--- config.mk ---
export PLATFORM = sky130hd
export DESIGN_NAME = collision_query_arbiter_flat
export DESIGN_NICKNAME = d
export VERILOG_FILES = /design/src/rtl/collision_query_arbiter_pkg.sv /design/src/rtl/collision_query_arbiter_if.sv /design/src/rtl/collision_query_arbiter_rr_arbiter.sv /design/src/rtl/collision_query_arbiter.sv /design/src/flat_wrapper.sv
export SDC_FILE = /design/constraint.sdc
export NUM_CORES = 1
export LEC_CHECK = 0
export CAP_MARGIN = 10
export CORE_ASPECT_RATIO = 0.7
export CORE_UTILIZATION = 45
export CTS_CLUSTER_DIAMETER = 100
export DETAILED_ROUTE_END_ITERATION = 8
export GPL_TIMING_DRIVEN = 0
export PLACE_DENSITY = 0.81
export SYNTH_ARGS = -nofsm -noshare
export SYNTH_HDL_FRONTEND = slang
export SYNTH_SLANG_ARGS = --single-unit
--- constraint.sdc ---
create_clock -name clock -period 7.78 [get_ports clock]
set_input_delay 1.167 -clock clock [delete_from_list [all_inputs] [get_ports clock]]
set_output_delay 1.167 -clock clock [all_outputs]
set_load 0.02 [all_outputs]
--- src/rtl/collision_query_arbiter_pkg.sv ---
// Shared defaults, widths and helpers for the collision query arbiter.
package collision_pkg;

  localparam int NUM_REQ_DEF = 4;
  localparam int MAP_W_DEF   = 500;
  localparam int MAP_H_DEF   = 500;

  localparam int COORD_W = 9;
  localparam int ADDR_W  = 18;
  localparam int CODE_W  = 4;

  typedef logic [COORD_W-1:0] coord_t;
  typedef logic [ADDR_W-1:0]  addr_t;
  typedef logic [CODE_W-1:0]  code_t;

  // Code returned for anything outside the map, treated as solid terrain.
  localparam code_t SOLID_CODE = 4'hF;

  // Multiply a row index by a constant stride using only shifts and adds.
  // The full 18-bit result is kept: 511 * 500 + 511 still fits.
  function automatic addr_t mul_const(input coord_t y, input int unsigned k);
    addr_t acc;
    acc = '0;
    for (int b = 0; b < ADDR_W; b++) begin
      if (k[b]) begin
        acc = acc + (addr_t'(y) << b);
      end
    end
    return acc;
  endfunction

endpackage

--- src/rtl/collision_query_arbiter_if.sv ---
// Requester, ROM and response signals of the collision query arbiter.
interface collision_query_arbiter_if
  import collision_pkg::*;
#(
  parameter int NUM_REQ = NUM_REQ_DEF
);

  logic   [NUM_REQ-1:0] req_valid;
  coord_t [NUM_REQ-1:0] req_x;
  coord_t [NUM_REQ-1:0] req_y;
  logic   [NUM_REQ-1:0] req_ready;
  addr_t                collision_address;
  code_t                q_collision;
  logic   [NUM_REQ-1:0] rsp_valid;
  code_t                rsp_data;
  logic                 busy;

  // Arbiter side.
  modport slave (
    input  req_valid, req_x, req_y, q_collision,
    output req_ready, collision_address, rsp_valid, rsp_data, busy
  );

  // Requesters plus collision ROM side.
  modport master (
    output req_valid, req_x, req_y, q_collision,
    input  req_ready, collision_address, rsp_valid, rsp_data, busy
  );

endinterface

--- src/rtl/collision_query_arbiter_rr_arbiter.sv ---
// Combinational round-robin arbiter: searches from ptr upward, wrapping.
module rr_arbiter
  import collision_pkg::*;
#(
  parameter int NUM_REQ = NUM_REQ_DEF,
  parameter int PTR_W   = 2
) (
  input  logic [NUM_REQ-1:0] req,
  input  logic [PTR_W-1:0]   ptr,
  output logic [NUM_REQ-1:0] grant
);

  localparam logic [PTR_W:0] N_EXT = (PTR_W+1)'(NUM_REQ);

  logic           found;
  logic [PTR_W:0] pos;

  // Grant the first requester at or after ptr; the extra bit in pos absorbs the wrap.
  always_comb begin
    grant = '0;
    found = 1'b0;
    pos   = '0;
    for (int i = 0; i < NUM_REQ; i++) begin
      pos = {1'b0, ptr} + (PTR_W+1)'(i);
      if (pos >= N_EXT) begin
        pos = pos - N_EXT;
      end
      if (!found && req[pos[PTR_W-1:0]]) begin
        grant[pos[PTR_W-1:0]] = 1'b1;
        found = 1'b1;
      end
    end
  end

endmodule

--- src/rtl/collision_query_arbiter.sv ---
// Shares one collision ROM read port between several requesters.
// Accept in cycle N, address out in N+1, response strobe in N+2.
module collision_query_arbiter
  import collision_pkg::*;
#(
  parameter int NUM_REQ = NUM_REQ_DEF,
  parameter int MAP_W   = MAP_W_DEF,
  parameter int MAP_H   = MAP_H_DEF
) (
  input logic clock,
  input logic Reset,
  collision_query_arbiter_if.slave bus
);

  localparam int PTR_W = (NUM_REQ > 1) ? $clog2(NUM_REQ) : 1;
  localparam logic [PTR_W-1:0] LAST_IDX = PTR_W'(NUM_REQ - 1);

  // Per-stage tag that travels alongside the ROM access.
  typedef struct packed {
    logic               valid;
    logic [NUM_REQ-1:0] id;
    logic               oob;
  } stage_t;

  logic [PTR_W-1:0]   ptr;
  logic [NUM_REQ-1:0] grant;
  logic [PTR_W-1:0]   grant_idx;
  logic               accept;
  coord_t             sel_x;
  coord_t             sel_y;
  logic               sel_oob;
  addr_t              sel_addr;
  stage_t             s1;
  stage_t             s2;

  rr_arbiter #(
    .NUM_REQ (NUM_REQ),
    .PTR_W   (PTR_W)
  ) u_rr_arbiter (
    .req   (bus.req_valid),
    .ptr   (ptr),
    .grant (grant)
  );

  // A grant is only ever raised for a valid requester, so it doubles as the acceptance.
  assign bus.req_ready = grant;
  assign accept        = |grant;

  // Steer the granted requester's coordinates onto the single shared address path.
  always_comb begin
    sel_x     = '0;
    sel_y     = '0;
    grant_idx = '0;
    for (int i = 0; i < NUM_REQ; i++) begin
      if (grant[i]) begin
        sel_x     = bus.req_x[i];
        sel_y     = bus.req_y[i];
        grant_idx = PTR_W'(i);
      end
    end
  end

  // Bounds test and row-major address of the selected query.
  always_comb begin
    sel_oob  = (32'(sel_x) >= MAP_W) || (32'(sel_y) >= MAP_H);
    sel_addr = mul_const(sel_y, MAP_W) + addr_t'(sel_x);
  end

  // Move the round-robin pointer just past each accepted requester.
  always_ff @(posedge clock or posedge Reset) begin
    if (Reset) begin
      ptr <= '0;
    end else if (accept) begin
      ptr <= (grant_idx == LAST_IDX) ? '0 : grant_idx + PTR_W'(1);
    end
  end

  // Stage 1 tags the query and drives the ROM address; stage 2 lines the tag up with ROM data.
  always_ff @(posedge clock or posedge Reset) begin
    if (Reset) begin
      s1                    <= '0;
      s2                    <= '0;
      bus.collision_address <= '0;
    end else begin
      s1.valid <= accept;
      s1.id    <= grant;
      s1.oob   <= sel_oob;
      if (accept && !sel_oob) begin
        bus.collision_address <= sel_addr;
      end
      s2 <= s1;
    end
  end

  assign bus.rsp_valid = s2.valid ? s2.id : '0;
  assign bus.rsp_data  = !s2.valid ? '0 : (s2.oob ? SOLID_CODE : bus.q_collision);
  assign bus.busy      = s1.valid | s2.valid;

endmodule

--- src/flat_wrapper.sv ---
// flat-port wrapper written by rule: the top's interface ports become plain ports
module collision_query_arbiter_flat import collision_pkg::*;
#(
  parameter int NUM_REQ = NUM_REQ_DEF,
  parameter int MAP_W   = MAP_W_DEF,
  parameter int MAP_H   = MAP_H_DEF
)
  (clock, Reset, bus_req_valid, bus_req_x, bus_req_y, bus_q_collision, bus_req_ready, bus_collision_address, bus_rsp_valid, bus_rsp_data, bus_busy);
  collision_query_arbiter_if #(.NUM_REQ(NUM_REQ)) bus_i ();
  input logic clock;
  input logic Reset;
  input wire logic [$bits(bus_i.req_valid)-1:0] bus_req_valid;
  input wire logic [$bits(bus_i.req_x)-1:0] bus_req_x;
  input wire logic [$bits(bus_i.req_y)-1:0] bus_req_y;
  input wire logic [$bits(bus_i.q_collision)-1:0] bus_q_collision;
  output wire logic [$bits(bus_i.req_ready)-1:0] bus_req_ready;
  output wire logic [$bits(bus_i.collision_address)-1:0] bus_collision_address;
  output wire logic [$bits(bus_i.rsp_valid)-1:0] bus_rsp_valid;
  output wire logic [$bits(bus_i.rsp_data)-1:0] bus_rsp_data;
  output wire logic [$bits(bus_i.busy)-1:0] bus_busy;
  assign bus_i.req_valid = bus_req_valid;
  assign bus_i.req_x = bus_req_x;
  assign bus_i.req_y = bus_req_y;
  assign bus_i.q_collision = bus_q_collision;
  assign bus_req_ready = bus_i.req_ready;
  assign bus_collision_address = bus_i.collision_address;
  assign bus_rsp_valid = bus_i.rsp_valid;
  assign bus_rsp_data = bus_i.rsp_data;
  assign bus_busy = bus_i.busy;
  collision_query_arbiter #(.NUM_REQ(NUM_REQ), .MAP_W(MAP_W), .MAP_H(MAP_H)) u_core (.clock(clock), .Reset(Reset), .bus(bus_i));
endmodule
* After elaboration in Yosys (flattened, before gate mapping)
Index checks and enable logic that the tools add are counted.
** Word-level totals
- Flip-flop bits (word level) :: 32
- Input port bits :: 82
- Output and inout bits :: 31
- Word-level logic and storage cells :: 97
** Cells by class
- Add/sub/neg operators :: 14
- Order comparisons :: 14
- Equal/unequal tests :: 1
- Mux-type cells :: 42
- Bitwise logic cells :: 4
- Reduce and logical (&&, ||, !) cells :: 14
** Operators by type and width (number)
- 9-bit 2-to-1 mux :: 8
- 4-bit 2-to-1 mux :: 7
- 18-bit by 14-bit adder with 18-bit output :: 1
- 18-bit by 15-bit adder with 18-bit output :: 1
- 18-bit by 16-bit adder with 18-bit output :: 1
- 18-bit by 17-bit adder with 18-bit output :: 1
- 18-bit by 9-bit adder with 18-bit output :: 1
- 9-bit greater-or-equal comparator (second input constant) :: 2
- 11-bit by 13-bit adder with 14-bit output :: 1
- 2-bit 2-to-1 mux :: 7
- 2-bit by 3-bit < comparator with 1-bit output (second input constant) :: 4
- 1-bit 2-to-1 mux :: 12
- 4-bit bitwise OR :: 3
- 3-bit greater-or-equal comparator (second input constant) :: 3
- 1-bit binary-select mux with 2-bit select :: 4
- 1-bit demux with 2-bit select :: 4
- 2-bit by 1-bit greater-or-equal comparator with 1-bit output (second input constant) :: 4
- 1-bit logical AND :: 8
- 2-bit by 1-bit subtractor with 2-bit output (second input constant) :: 4
- 2-bit by 2-bit adder with 3-bit output (second input constant) :: 2
- 1-bit logical NOT :: 4
- 4-bit OR reduction :: 1
- 2-bit by 1-bit adder with 3-bit output (second input constant) :: 1
- 2-bit by 3-bit greater-or-equal comparator with 1-bit output (second input constant) :: 1
- 4 further kinds :: 4

* Depth between registers and ports, before layout
- Depth in word-level cells :: 24
- Depth in mapped cells :: 36
- Mapped depth without buffers :: 33

* Hierarchy
Synthesis repeated with hierarchy kept, for this count alone.
** Unflattened totals
- Cell total of the unflattened synthesis :: 392
- Area, all modules :: 3902.5 µm²
** By module, submodules not included
- collision_query_arbiter :: times used 1, cells an instance 362, area each 3599.7 µm², sequential area each 800.8 µm²
- rr_arbiter :: times used 1, cells an instance 30, area each 302.8 µm², sequential area each 0.0 µm²

* Worst setup path after synthesis
No wires, ideal clock.
- Kind :: input to register
- Start point :: input bus_req_valid[3]
- End point :: register u_core.bus.collision_address[17]
- Library setup time :: 0.125 ns
- Arrival :: 8.090 ns
- Data required time :: 7.655 ns
- Setup slack :: -0.436 ns
- Stages :: 27
- Path buffers :: 2
- Path through :: mux4_2 > nand4bb_2 > o31ai_2 > nor2_8 > inv_4 > clkbuf_1 > a221oi_1 > o31ai_1 > ha_1 > clkbuf_1 > or4b_2 > a21boi_0 > nor3_1 > ha_1 > nor4_1 > fa_1 > fa_1 > inv_1 > ha_1 > inv_1 > o21bai_1 > a21oi_1 > nor2b_1 > o21a_1 > o41ai_1 > xnor2_1 > mux2_4
** On the way
- Elaborated cells on any way between the ends :: 44
- Classes of those cells :: add/sub (6); order compare (2); mux (23); bitwise (3); reduce/logical (10)
** RTL lines
- start, declared :: RTL line flat_wrapper.sv:12 : input wire logic [$bits(bus_i.req_valid)-1:0] bus_req_valid;
- 1-bit binary-select mux with 2-bit select :: RTL line collision_query_arbiter_rr_arbiter.sv:28 : if (!found && req[pos[PTR_W-1:0]]) begin
- 1-bit 2-to-1 mux (implied by the code) :: RTL line collision_query_arbiter_rr_arbiter.sv:28
- 1-bit 2-to-1 mux :: RTL line collision_query_arbiter_rr_arbiter.sv:28
- 1-bit logical NOT :: RTL line collision_query_arbiter_rr_arbiter.sv:28
- 1-bit logical AND :: RTL line collision_query_arbiter_rr_arbiter.sv:28
- 1-bit 2-to-1 mux :: RTL line collision_query_arbiter_rr_arbiter.sv:28
- 1-bit logical NOT :: RTL line collision_query_arbiter_rr_arbiter.sv:28
- 1-bit logical AND :: RTL line collision_query_arbiter_rr_arbiter.sv:28
- (+4 left out)
- via bus_req_ready[1] :: RTL line flat_wrapper.sv:16 : output wire logic [$bits(bus_i.req_ready)-1:0] bus_req_ready;
- 9-bit 2-to-1 mux (3 in series) :: RTL line collision_query_arbiter.sv:55 : if (grant[i]) begin
- 11-bit by 13-bit adder with 14-bit output :: RTL line collision_query_arbiter_pkg.sv:26 : acc = acc + (addr_t'(y) << b);
- 18-bit by 14-bit adder with 18-bit output :: RTL line collision_query_arbiter_pkg.sv:26
- 18-bit by 15-bit adder with 18-bit output :: RTL line collision_query_arbiter_pkg.sv:26
- 18-bit by 16-bit adder with 18-bit output :: RTL line collision_query_arbiter_pkg.sv:26
- 18-bit by 17-bit adder with 18-bit output :: RTL line collision_query_arbiter_pkg.sv:26
- 18-bit by 9-bit adder with 18-bit output :: RTL line collision_query_arbiter.sv:66 : sel_addr = mul_const(sel_y, MAP_W) + addr_t'(sel_x);
- end signal, assigned :: RTL line collision_query_arbiter.sv:89 : bus.collision_address <= sel_addr;
- end, declared :: RTL line collision_query_arbiter_if.sv:21 : output req_ready, collision_address, rsp_valid, rsp_data, busy
Mark *: on every way through the listed nets, which the timed path passes. The rest lies on a longest branch. The select of a mux whose other input is x is not followed.
A chain may end at the register's enable or synchronous reset.

* Worst setup path in the final report
- Start point :: input bus_req_valid[3]
- End point :: register u_core.bus.collision_address[16]
** On the way
- Longest elaborated chain between the ends :: 22
- Elaborated cells on any way between the ends :: 44
- Classes of those cells :: add/sub (6); order compare (2); mux (23); bitwise (3); reduce/logical (10)
** RTL lines (RTL line)
- 1-bit binary-select mux with 2-bit select :: collision_query_arbiter_rr_arbiter.sv:28
- 1-bit 2-to-1 mux (implied by the code) :: collision_query_arbiter_rr_arbiter.sv:28
- 1-bit 2-to-1 mux :: collision_query_arbiter_rr_arbiter.sv:28
- 1-bit logical NOT :: collision_query_arbiter_rr_arbiter.sv:28
- 1-bit logical AND :: collision_query_arbiter_rr_arbiter.sv:28
- 1-bit 2-to-1 mux :: collision_query_arbiter_rr_arbiter.sv:28
- 1-bit logical NOT :: collision_query_arbiter_rr_arbiter.sv:28
- 1-bit logical AND :: collision_query_arbiter_rr_arbiter.sv:28
- (+3 left out)
- 4-bit 2-to-1 mux * :: collision_query_arbiter_rr_arbiter.sv:28
- 9-bit 2-to-1 mux (4 in series) :: collision_query_arbiter.sv:55
- 11-bit by 13-bit adder with 14-bit output :: collision_query_arbiter_pkg.sv:26
- 18-bit by 14-bit adder with 18-bit output :: collision_query_arbiter_pkg.sv:26
- 18-bit by 15-bit adder with 18-bit output :: collision_query_arbiter_pkg.sv:26
- 18-bit by 16-bit adder with 18-bit output :: collision_query_arbiter_pkg.sv:26
- 18-bit by 17-bit adder with 18-bit output :: collision_query_arbiter_pkg.sv:26
- 18-bit by 9-bit adder with 18-bit output :: collision_query_arbiter.sv:66
Every way passes the cells marked *; elsewhere a longest branch is shown, timed or not. The select of a mux whose other input is x is not followed.

==> results.toml <==
[run_status]
violations = "setup timing"
outcome = "complete, but fails checks"

[setup_path]
crit_fanout = 8
worstPathRequired_ps = 7950
path_class = "in -> reg"
cp.arrival_ps = 8080
endpoint_kind = "flop"
worstSetupStartpointType = "input port"
cpPeakStageDelay_ps = 600
cpMaxStageDelayCell = "mux4_2"
rrSetupSlack_ps = 20
crit_top_cell = "fa_1"

[place]
portBuffers = 112
globalplace.congestion = 0.854
hpwlAfterDp_um = 8930
place_ws_ps = -1540

[yosys]
yosysSeqAreaShare = 0.192
yosysTopAreaCellShare = 0.192
ys.flop_type = "dfrtp_1"
synth_edf_count = 0
yosys_warnings = 0
muxShareOfSynthArea = 0.101
ys_seq_elements = 32
syn_inst = 435
yosys.area_share.simple = 0.142
synth.avg_cell_area_um2 = 9.57
synth_cell_types = 69
synth_xor_area_frac = 0.0484
synth_compound_area_frac = 0.175
netlist_area_um2 = 4160
synthTopCellsByArea = "dfrtp_1 (19%), ha_1 (15%), fa_1 (12%), inv_1 (4.6%), xnor2_1 (3.6%)"
syn_nets = 593
synth_largest_area_cell = "dfrtp_1"
synth_top_family_by_area = "adder cells"
async_reset_ff_frac = 1.00
synth_fa_ha_area_frac = 0.274

[grt]
antenna_found_initial = 0
grt_pass1_vias = 4294
grt_overflow = 0
grt_use_total = 0.283
grt_max_degree = 33
grt_pass1_wl_um = 20800

[route]
via_per_inst = 5.82
vias = 4141
wl_um = 14500
wire_per_inst_um = 20.4
initialDrtViolationCount = 318
drt.antenna.violating_nets = 0
first_pass_iters = 5
drcViolationCount = 0

[cts]
clock-sinks = 32
cts_htree_levels = 2
cts_root_buf = "clkbuf_16"
cts_buffers = 5
clock_latency_ps = 280
cts_tree = "done"
clock_path_buffers = 2
cts.clk_slew.worst_paths_ps = 50
holdBufCountCts = 0

[timing]
drv_slew = 0
worstMarginPinSlew_ps = 592
fin_skew_ps = 8.28
hold_viol = 0
setup_ws_ps = -128
rsz0062_at_grt = "yes"
timing.fmax_ghz = 0.126
layout_min_cycle_time_ps = 7910
setup_viol = 2
slew_headroom = 0.605
fin_crit_sh = 1.02
finalHoldWorstSlack_ps = 347

[finish]
area_growth_pct = 54.4
fin_nets = 749
n_antenna_cell = 0
fin_util = 0.737
drive_gt1_frac = 0.260

[floorplanning]
fp.dieH_um = 82.5
die_width_um = 117
initial_utilization = 0.477
dieArea_um2 = 9650
num_rows = 28
core_um2 = 8720
ios = 113

[job]
cap_violations = 0

[hold_path]
hp-class = "reg -> reg"
-- per-layer routing --
metal | vias to the layer above | global-route usage | routed length, um | part of all wire
met3 | 54 | 0.0431 | 965 | 0.066
met4 | 0 | 0.139 | 558 | 0.038
met1 | 2008 | 0.340 | 6080 | 0.42
met5 | - | 0 | 0 | 0
met2 | 217 | 0.503 | 6940 | 0.48
li1 | 1862 | - | - | -
-- layout make-up --
cell class,count,area [um^2]
clock buffer,7,153
timing repair buffer,151,1450
buffer,12,129
multi-input combinational,336,3500
tap,120,150
inverter,53,210
sequential,32,803
clock inverter,1,30.0
fill,549,2290
-- kinds of logic after synthesis --
logic type               count (synthesis)
XOR/XNOR                                23
AO/OA/AOI/OAI                           94
adder cells (fa/ha/maj)                 76
AND/OR/NAND/NOR                        111
multiplexers                            32
flip-flops                              32
buffers and inverters                   67
-- registers in the layout, summed over array words and instances, names as in the netlist --
signal	cells
u_core.bus.collision_address	18
u_core.ptr	2
u_core.s1	6
u_core.s2	6
-- through the flow --
stage / setup TNS, ps / cells / instance area [um^2]
floorplan: 0 / 435 / 4200
global placement: -6740 / 667 / 5470
detailed placement: -8060 / 667 / 5470
CTS: 0 / 694 / 6100
global route: -930 / 712 / 6430
finish: -239 / 712 / 6430
-- final timing paths --
| check | from | cells after the start | end |
|---|---|---|---|
| worst max-delay path | bus_req_valid[3] | 31 | u_core.bus.collision_address[16]$_DFFE_PP0P_ |
| worst min-delay path | u_core.s1[3]$_DFF_PP0_ | 0 | u_core.s2[3]$_DFF_PP0_ |
| worst max register to register | u_core.ptr[0]$_DFFE_PP0P_ | 33 | u_core.bus.collision_address[16]$_DFFE_PP0P_ |
| worst min register to register | u_core.s1[3]$_DFF_PP0_ | 0 | u_core.s2[3]$_DFF_PP0_ |
| max in group asynchronous | Reset | 3 | u_core.bus.collision_address[9]$_DFFE_PP0P_ |
| min in group asynchronous | Reset | 2 | u_core.s1[1]$_DFF_PP0_ |
-- what timing repair did --
item                                    in CTS  in global routing
resized for setup                           63                 59
pin swaps                                   18                 37
endpoints found under the setup margin       8                  6
buffers inserted                            21                 17
-- critical path: cells and delay by family --
kind / cells / cell delay (ps)
AOI/OAI and AO/OA: 11 / 2370
xor gates and xnor gates: 3 / 530
adders and majority gates: 5 / 2060
buffers and inverters: 6 / 600
muxes: 2 / 880
and+or+nand+nor: 4 / 470
-- synthesized netlist by cell type (8+ instances only) --
cell type and count:
a21o_1 8, a21oi_1 18, o21a_1 12, mux2_4 8
nand2_1 28, xnor2_1 17, nor2_1 28, nor3_1 10
a221oi_1 9, mux2_2 9, inv_1 51, dfrtp_1 32
ha_1 51, mux2i_1 11, fa_1 25
-- cell usage in the layout, fill, tap and decap left out, types with 14 or more instances in the layout --
master,synthesis,routed
inv_1,51,44
ha_1,51,40
buf_4,1,39
clkdlybuf4s50_1,0,108
xnor2_1,17,14
dfrtp_1,32,30
fa_1,25,24
nor2_1,28,25
nand2_1,28,26
Power is not shown: default switching activity piles up to over one toggle a cycle in this logic, so the estimate is an artifact.
